File: src/rtl/alu_cmd_sequencer.sv
// Command front end for the external 4-bit ALU: in-order command FIFO, registered ALU drive, tagged response capture.
// Latency: accept->pop 1 edge, pop->capture 1 edge. Backpressure: rsp held until rsp_ready, FIFO fill drops cmd_ready.
module alu_cmd_sequencer #(
    parameter int DEPTH = 4,
    parameter int TAG_W = 4
) (
    input  logic             clk,
    input  logic             rst,
    input  logic             cmd_valid,
    output logic             cmd_ready,
    input  logic [3:0]       cmd_a,
    input  logic [3:0]       cmd_b,
    input  logic [2:0]       cmd_op,
    input  logic [TAG_W-1:0] cmd_tag,
    output logic [3:0]       alu_a,
    output logic [3:0]       alu_b,
    output logic [2:0]       alu_op,
    input  logic [3:0]       alu_result,
    input  logic             alu_carry,
    input  logic             alu_zero,
    input  logic             alu_overflow,
    output logic             rsp_valid,
    input  logic             rsp_ready,
    output logic [3:0]       rsp_result,
    output logic             rsp_carry,
    output logic             rsp_zero,
    output logic             rsp_overflow,
    output logic [TAG_W-1:0] rsp_tag,
    output logic             busy,
    output logic [7:0]       done_count
);
    localparam int AW = $clog2(DEPTH);

    typedef struct packed {
        logic [TAG_W-1:0] tag;
        logic [2:0]       op;
        logic [3:0]       b;
        logic [3:0]       a;
    } cmd_t;

    typedef enum logic {IDLE = 1'b0, EXEC = 1'b1} state_t;

    state_t           state;
    cmd_t             mem [DEPTH];
    cmd_t             head;
    logic [AW:0]      wr_ptr;
    logic [AW:0]      rd_ptr;
    logic [AW:0]      count;
    logic [TAG_W-1:0] tag_q;
    logic             push;
    logic             pop;

    // Pointers carry an extra wrap bit so full and empty are distinguishable.
    assign count     = wr_ptr - rd_ptr;
    assign cmd_ready = !rst && (count < (AW+1)'(DEPTH));
    assign push      = cmd_valid && cmd_ready;
    assign head      = mem[rd_ptr[AW-1:0]];
    assign pop       = (state == IDLE) && (count != '0) && (!rsp_valid || rsp_ready);
    assign busy      = (count != '0) || (state == EXEC) || rsp_valid;

    always_ff @(posedge clk) begin
        if (push) begin
            mem[wr_ptr[AW-1:0]] <= {cmd_tag, cmd_op, cmd_b, cmd_a};
        end
    end

    always_ff @(posedge clk) begin
        if (rst) begin
            state        <= IDLE;
            wr_ptr       <= '0;
            rd_ptr       <= '0;
            tag_q        <= '0;
            alu_a        <= '0;
            alu_b        <= '0;
            alu_op       <= '0;
            rsp_valid    <= 1'b0;
            rsp_result   <= '0;
            rsp_carry    <= 1'b0;
            rsp_zero     <= 1'b0;
            rsp_overflow <= 1'b0;
            rsp_tag      <= '0;
            done_count   <= '0;
        end else begin
            if (push) begin
                wr_ptr <= wr_ptr + (AW+1)'(1);
            end
            if (rsp_valid && rsp_ready) begin
                rsp_valid  <= 1'b0;
                done_count <= done_count + 8'd1;
            end
            case (state)
                IDLE: begin
                    if (pop) begin
                        rd_ptr <= rd_ptr + (AW+1)'(1);
                        alu_a  <= head.a;
                        alu_b  <= head.b;
                        alu_op <= head.op;
                        tag_q  <= head.tag;
                        state  <= EXEC;
                    end
                end
                EXEC: begin
                    // The ALU has had a full cycle to settle on the registered operands.
                    rsp_result   <= alu_result;
                    rsp_carry    <= alu_carry;
                    rsp_zero     <= alu_zero;
                    rsp_overflow <= alu_overflow;
                    rsp_tag      <= tag_q;
                    rsp_valid    <= 1'b1;
                    state        <= IDLE;
                end
                default: state <= IDLE;
            endcase
        end
    end
endmodule

File: config.mk
export PLATFORM = sky130hd
export DESIGN_NAME = alu_cmd_sequencer
export DESIGN_NICKNAME = d
export VERILOG_FILES = /design/src/rtl/alu_cmd_sequencer.sv
export SDC_FILE = /design/constraint.sdc
export NUM_CORES = 1
export LEC_CHECK = 0
export BUFFER_PORTS_ARGS = -buffer_cell sky130_fd_sc_hd__buf_2
export CORE_MARGIN = 1.5
export CORE_UTILIZATION = 51
export CTS_CLUSTER_SIZE = 40
export DETAILED_ROUTE_END_ITERATION = 10
export GPL_TIMING_DRIVEN = 1
export PLACE_DENSITY = 0.77
export SYNTH_ARGS = -nofsm -noshare
export SYNTH_HDL_FRONTEND = slang
export SYNTH_SLANG_ARGS = --single-unit
File: constraint.sdc
create_clock -name clk -period 2.3 [get_ports clk]
set_input_delay 0.23 -clock clk [delete_from_list [all_inputs] [get_ports clk]]
set_output_delay 0.23 -clock clk [all_outputs]
set_load 0.03 [all_outputs]
==> run summary <==
Run status = completed
Clock skew = 6.786 ps
Sequential Area = 0.002644 mm^2
Post-route cell area = 0.004654 mm^2
Final hold slack = 90.54 ps
TritonCTS buffer count = 9
RR Startpoint = wr_ptr[0]$_SDFFE_PP0N_
Remaining Overflow, GRT = 0
Worst R2R Path Depth = 7
Routability cong. = 0.7819
Final Cycle Share = 0.9659
YS warnings = 0
Leak = 1.790 nW
Ys flop type = edfxtp_1
DIE HEIGHT = 91.77 um
Via count = 2371
IO Port Bufs = 58
# IOs = 59
Cells after DPL = 432
Post-Syn Area = 0.004019 mm^2
# diodes = 0
Die width = 91.77 um
Synth area leaders = edfxtp_1 (45%), dfxtp_1 (21%), mux4_2 (8.4%)
Antenna-violating nets left = 0
Worst Setup End Kind = primary output
FF-to-FF End = rd_ptr[0]$_SDFFE_PP0P_
Initial drt markers = 117
Global-route usage over all layers = 0.1681
Setup ws final = 78.41 ps
Share of flip-flops with an asynchronous set or reset = 0
Peak supply drop = 0.5003 mV
Dpl hpwl = 4496 um
EDFF count, synth = 60
Final hold vios = 0
Critical Path End = cmd_ready
Critical Path RT = 2070 ps
Clock Tree Buf Depth = 2
Setup crit start kind = flop
CTS tree = yes
Final setup viols = 0
Hold Path Class = in -> reg
Mapped Cells = 277
Routed met3 length = 305 um
CTS root buffer = clkbuf_8
Max-slew headroom = 0.6368
Worst path arrival time = 1990 ps
Post-synth cell types = 35
Pin count of the biggest net entering global routing = 38
Setup CP Type = reg -> out
CTS H-tree depth = 3
PwrDens = 1053 mW/mm^2
Post-layout util = 0.6055
Commonest non-fill, non-tap cell in the layout = edfxtp_1
WL final = 6657 um
Max Cap Viol = 0
RSZ-0062 raised after global routing = false
Pre-CTS WS = -23.69 ps
F_max = 0.4501 GHz
Setup TNS = 0 ps
Post-synthesis sequential area ratio = 0.6575
Most frequent cells in the layout = edfxtp_1 (60), buf_2 (57), dfxtp_1 (41)
Fin nets = 377
Cts hold-fix bufs = 0
Layout area overhead = 15.82%
Post-synth top area cell = edfxtp_1
Final min period = 2222 ps
R2R setup slack = 100 ps
Filler Cell Count = 604
# rows = 32
Multi-input gate area = 0.001279 mm^2
# DRC = 0
Core area = 0.007687 mm^2
Layout cells sized above 1 = 0.3333
Initial antenna violation count = 0
Max Used Layer = met4
Worst Max-Slew Pin Slew = 544.1 ps
Post-Place Cell Area = 0.004434 mm^2
CP startpoint = wr_ptr[0]$_SDFFE_PP0N_
Total power = 4.901 mW
Starting Density = 0.5228
Layout Cells excl Fill = 450
Synth top area share = 0.4483
Met2 wire len = 3240 um
Drt first pass iters = 4
Later-pin clock latency in the skew report = 350 ps
Clk sinks = 102
Syn avg cell area = 14.51 um^2
Wire length on met1 = 3031 um
Clk slew on worst S/H paths = 100 ps
Routed WL per cell = 14.79 um
#FFs+latches synth = 102
Die Area = 0.008422 mm^2
Syn_nets = 311
Slew Limit Fails = 0
Worst Path Max Fanout = 7
Vias in the first global route = 2278
Via-per-instance ratio = 5.269
First-pass GRT wire length = 10850 um
-- synthesized netlist by cell type (2+ instances only) --
master    count
and2_2        2
nand4_1       4
nor2b_1       2
a21oi_1       7
xor2_1        2
mux2_2        2
nand3_1       6
o21ai_0       3
a31o_2        2
ha_1          7
mux2i_1      27
nand2_1      36
edfxtp_1     60
or4_1         2
o31ai_1       2
clkbuf_1      8
buf_2         2
or3_1         3
inv_1         6
nor2_1       19
and2_1        4
dfxtp_1      42
mux4_2       15
buf_1         3
-- routing by layer --
layer / vias up / global-route usage
li1: 1150 / -
met1: 1152 / 0.2192
met2: 62 / 0.2830
met3: 7 / 0.03068
met4: 0 / 0.06154
met5: - / 0
-- cell families after synthesis --
| group | Yosys count | synth area share |
|---|---|---|
| muxes | 44 | 0.1569 |
| xor gates and xnor gates | 3 | 0.01027 |
| buffers and inverters | 21 | 0.02615 |
| AOI/OAI and AO/OA | 19 | 0.03176 |
| and+or+nand+nor | 80 | 0.09060 |
| adders and majority gates | 8 | 0.02677 |
| DFF | 102 | 0.6575 |
-- registers in the layout, summed over array words and instances (netlist names), 3 cells and up --
name        cells
mem            60
done_count      8
alu_a           4
alu_b           4
rsp_result      4
rsp_tag         4
tag_q           4
alu_op          3
rd_ptr          3
wr_ptr          3
-- power by group --
| group | switching, mW | internal, mW | total [mW] |
|---|---|---|---|
| logic | 0.861 | 0.719 | 1.58 |
| registers | 0.115 | 2.16 | 2.27 |
| clock network | 0.630 | 0.418 | 1.05 |
-- worst max-delay path, cell delays in order (launching register included) --
cell and delay, ps:
dfxtp_2 340, inv_1 50, ha_1 200, fa_2 340
xnor3_2 240, buf_6 150, and2_2 190, buf_6 130
-- worst min-delay path by stage --
| stage | from | to | slack [ps] | cells after the start |
|---|---|---|---|---|
| floorplan | cmd_a[0] | mem[0][0]$_DFFE_PP_ | 330 | 0 |
| global placement | alu_op[0]$_SDFFE_PP0P_ | alu_op[0]$_SDFFE_PP0P_ | 440 | 2 |
| detailed placement | alu_op[1]$_SDFFE_PP0P_ | alu_op[1]$_SDFFE_PP0P_ | 450 | 2 |
| CTS | cmd_op[0] | mem[1][8]$_DFFE_PP_ | 80 | 1 |
| global route | cmd_op[0] | mem[1][8]$_DFFE_PP_ | 70 | 1 |
| finish | cmd_op[0] | mem[1][8]$_DFFE_PP_ | 90 | 1 |
-- layout make-up --
cell class	count	share of cell area
Inverter	6	0.004839
Multi-Input combinational cell	154	0.2747
Tap cell	102	0.02742
Timing Repair Buffer	70	0.08387
Clock inverter	7	0.01452
Sequential cell	102	0.5680
Clock buffer	9	0.02661
-- timing repair --
item / CTS / global route
buffers inserted: 1 / 1
setup endpoints to repair: 3 / 2
resized for setup: 4 / 1
hold endpoints to repair: 0 / 0
(Power assumes the default switching activity.)
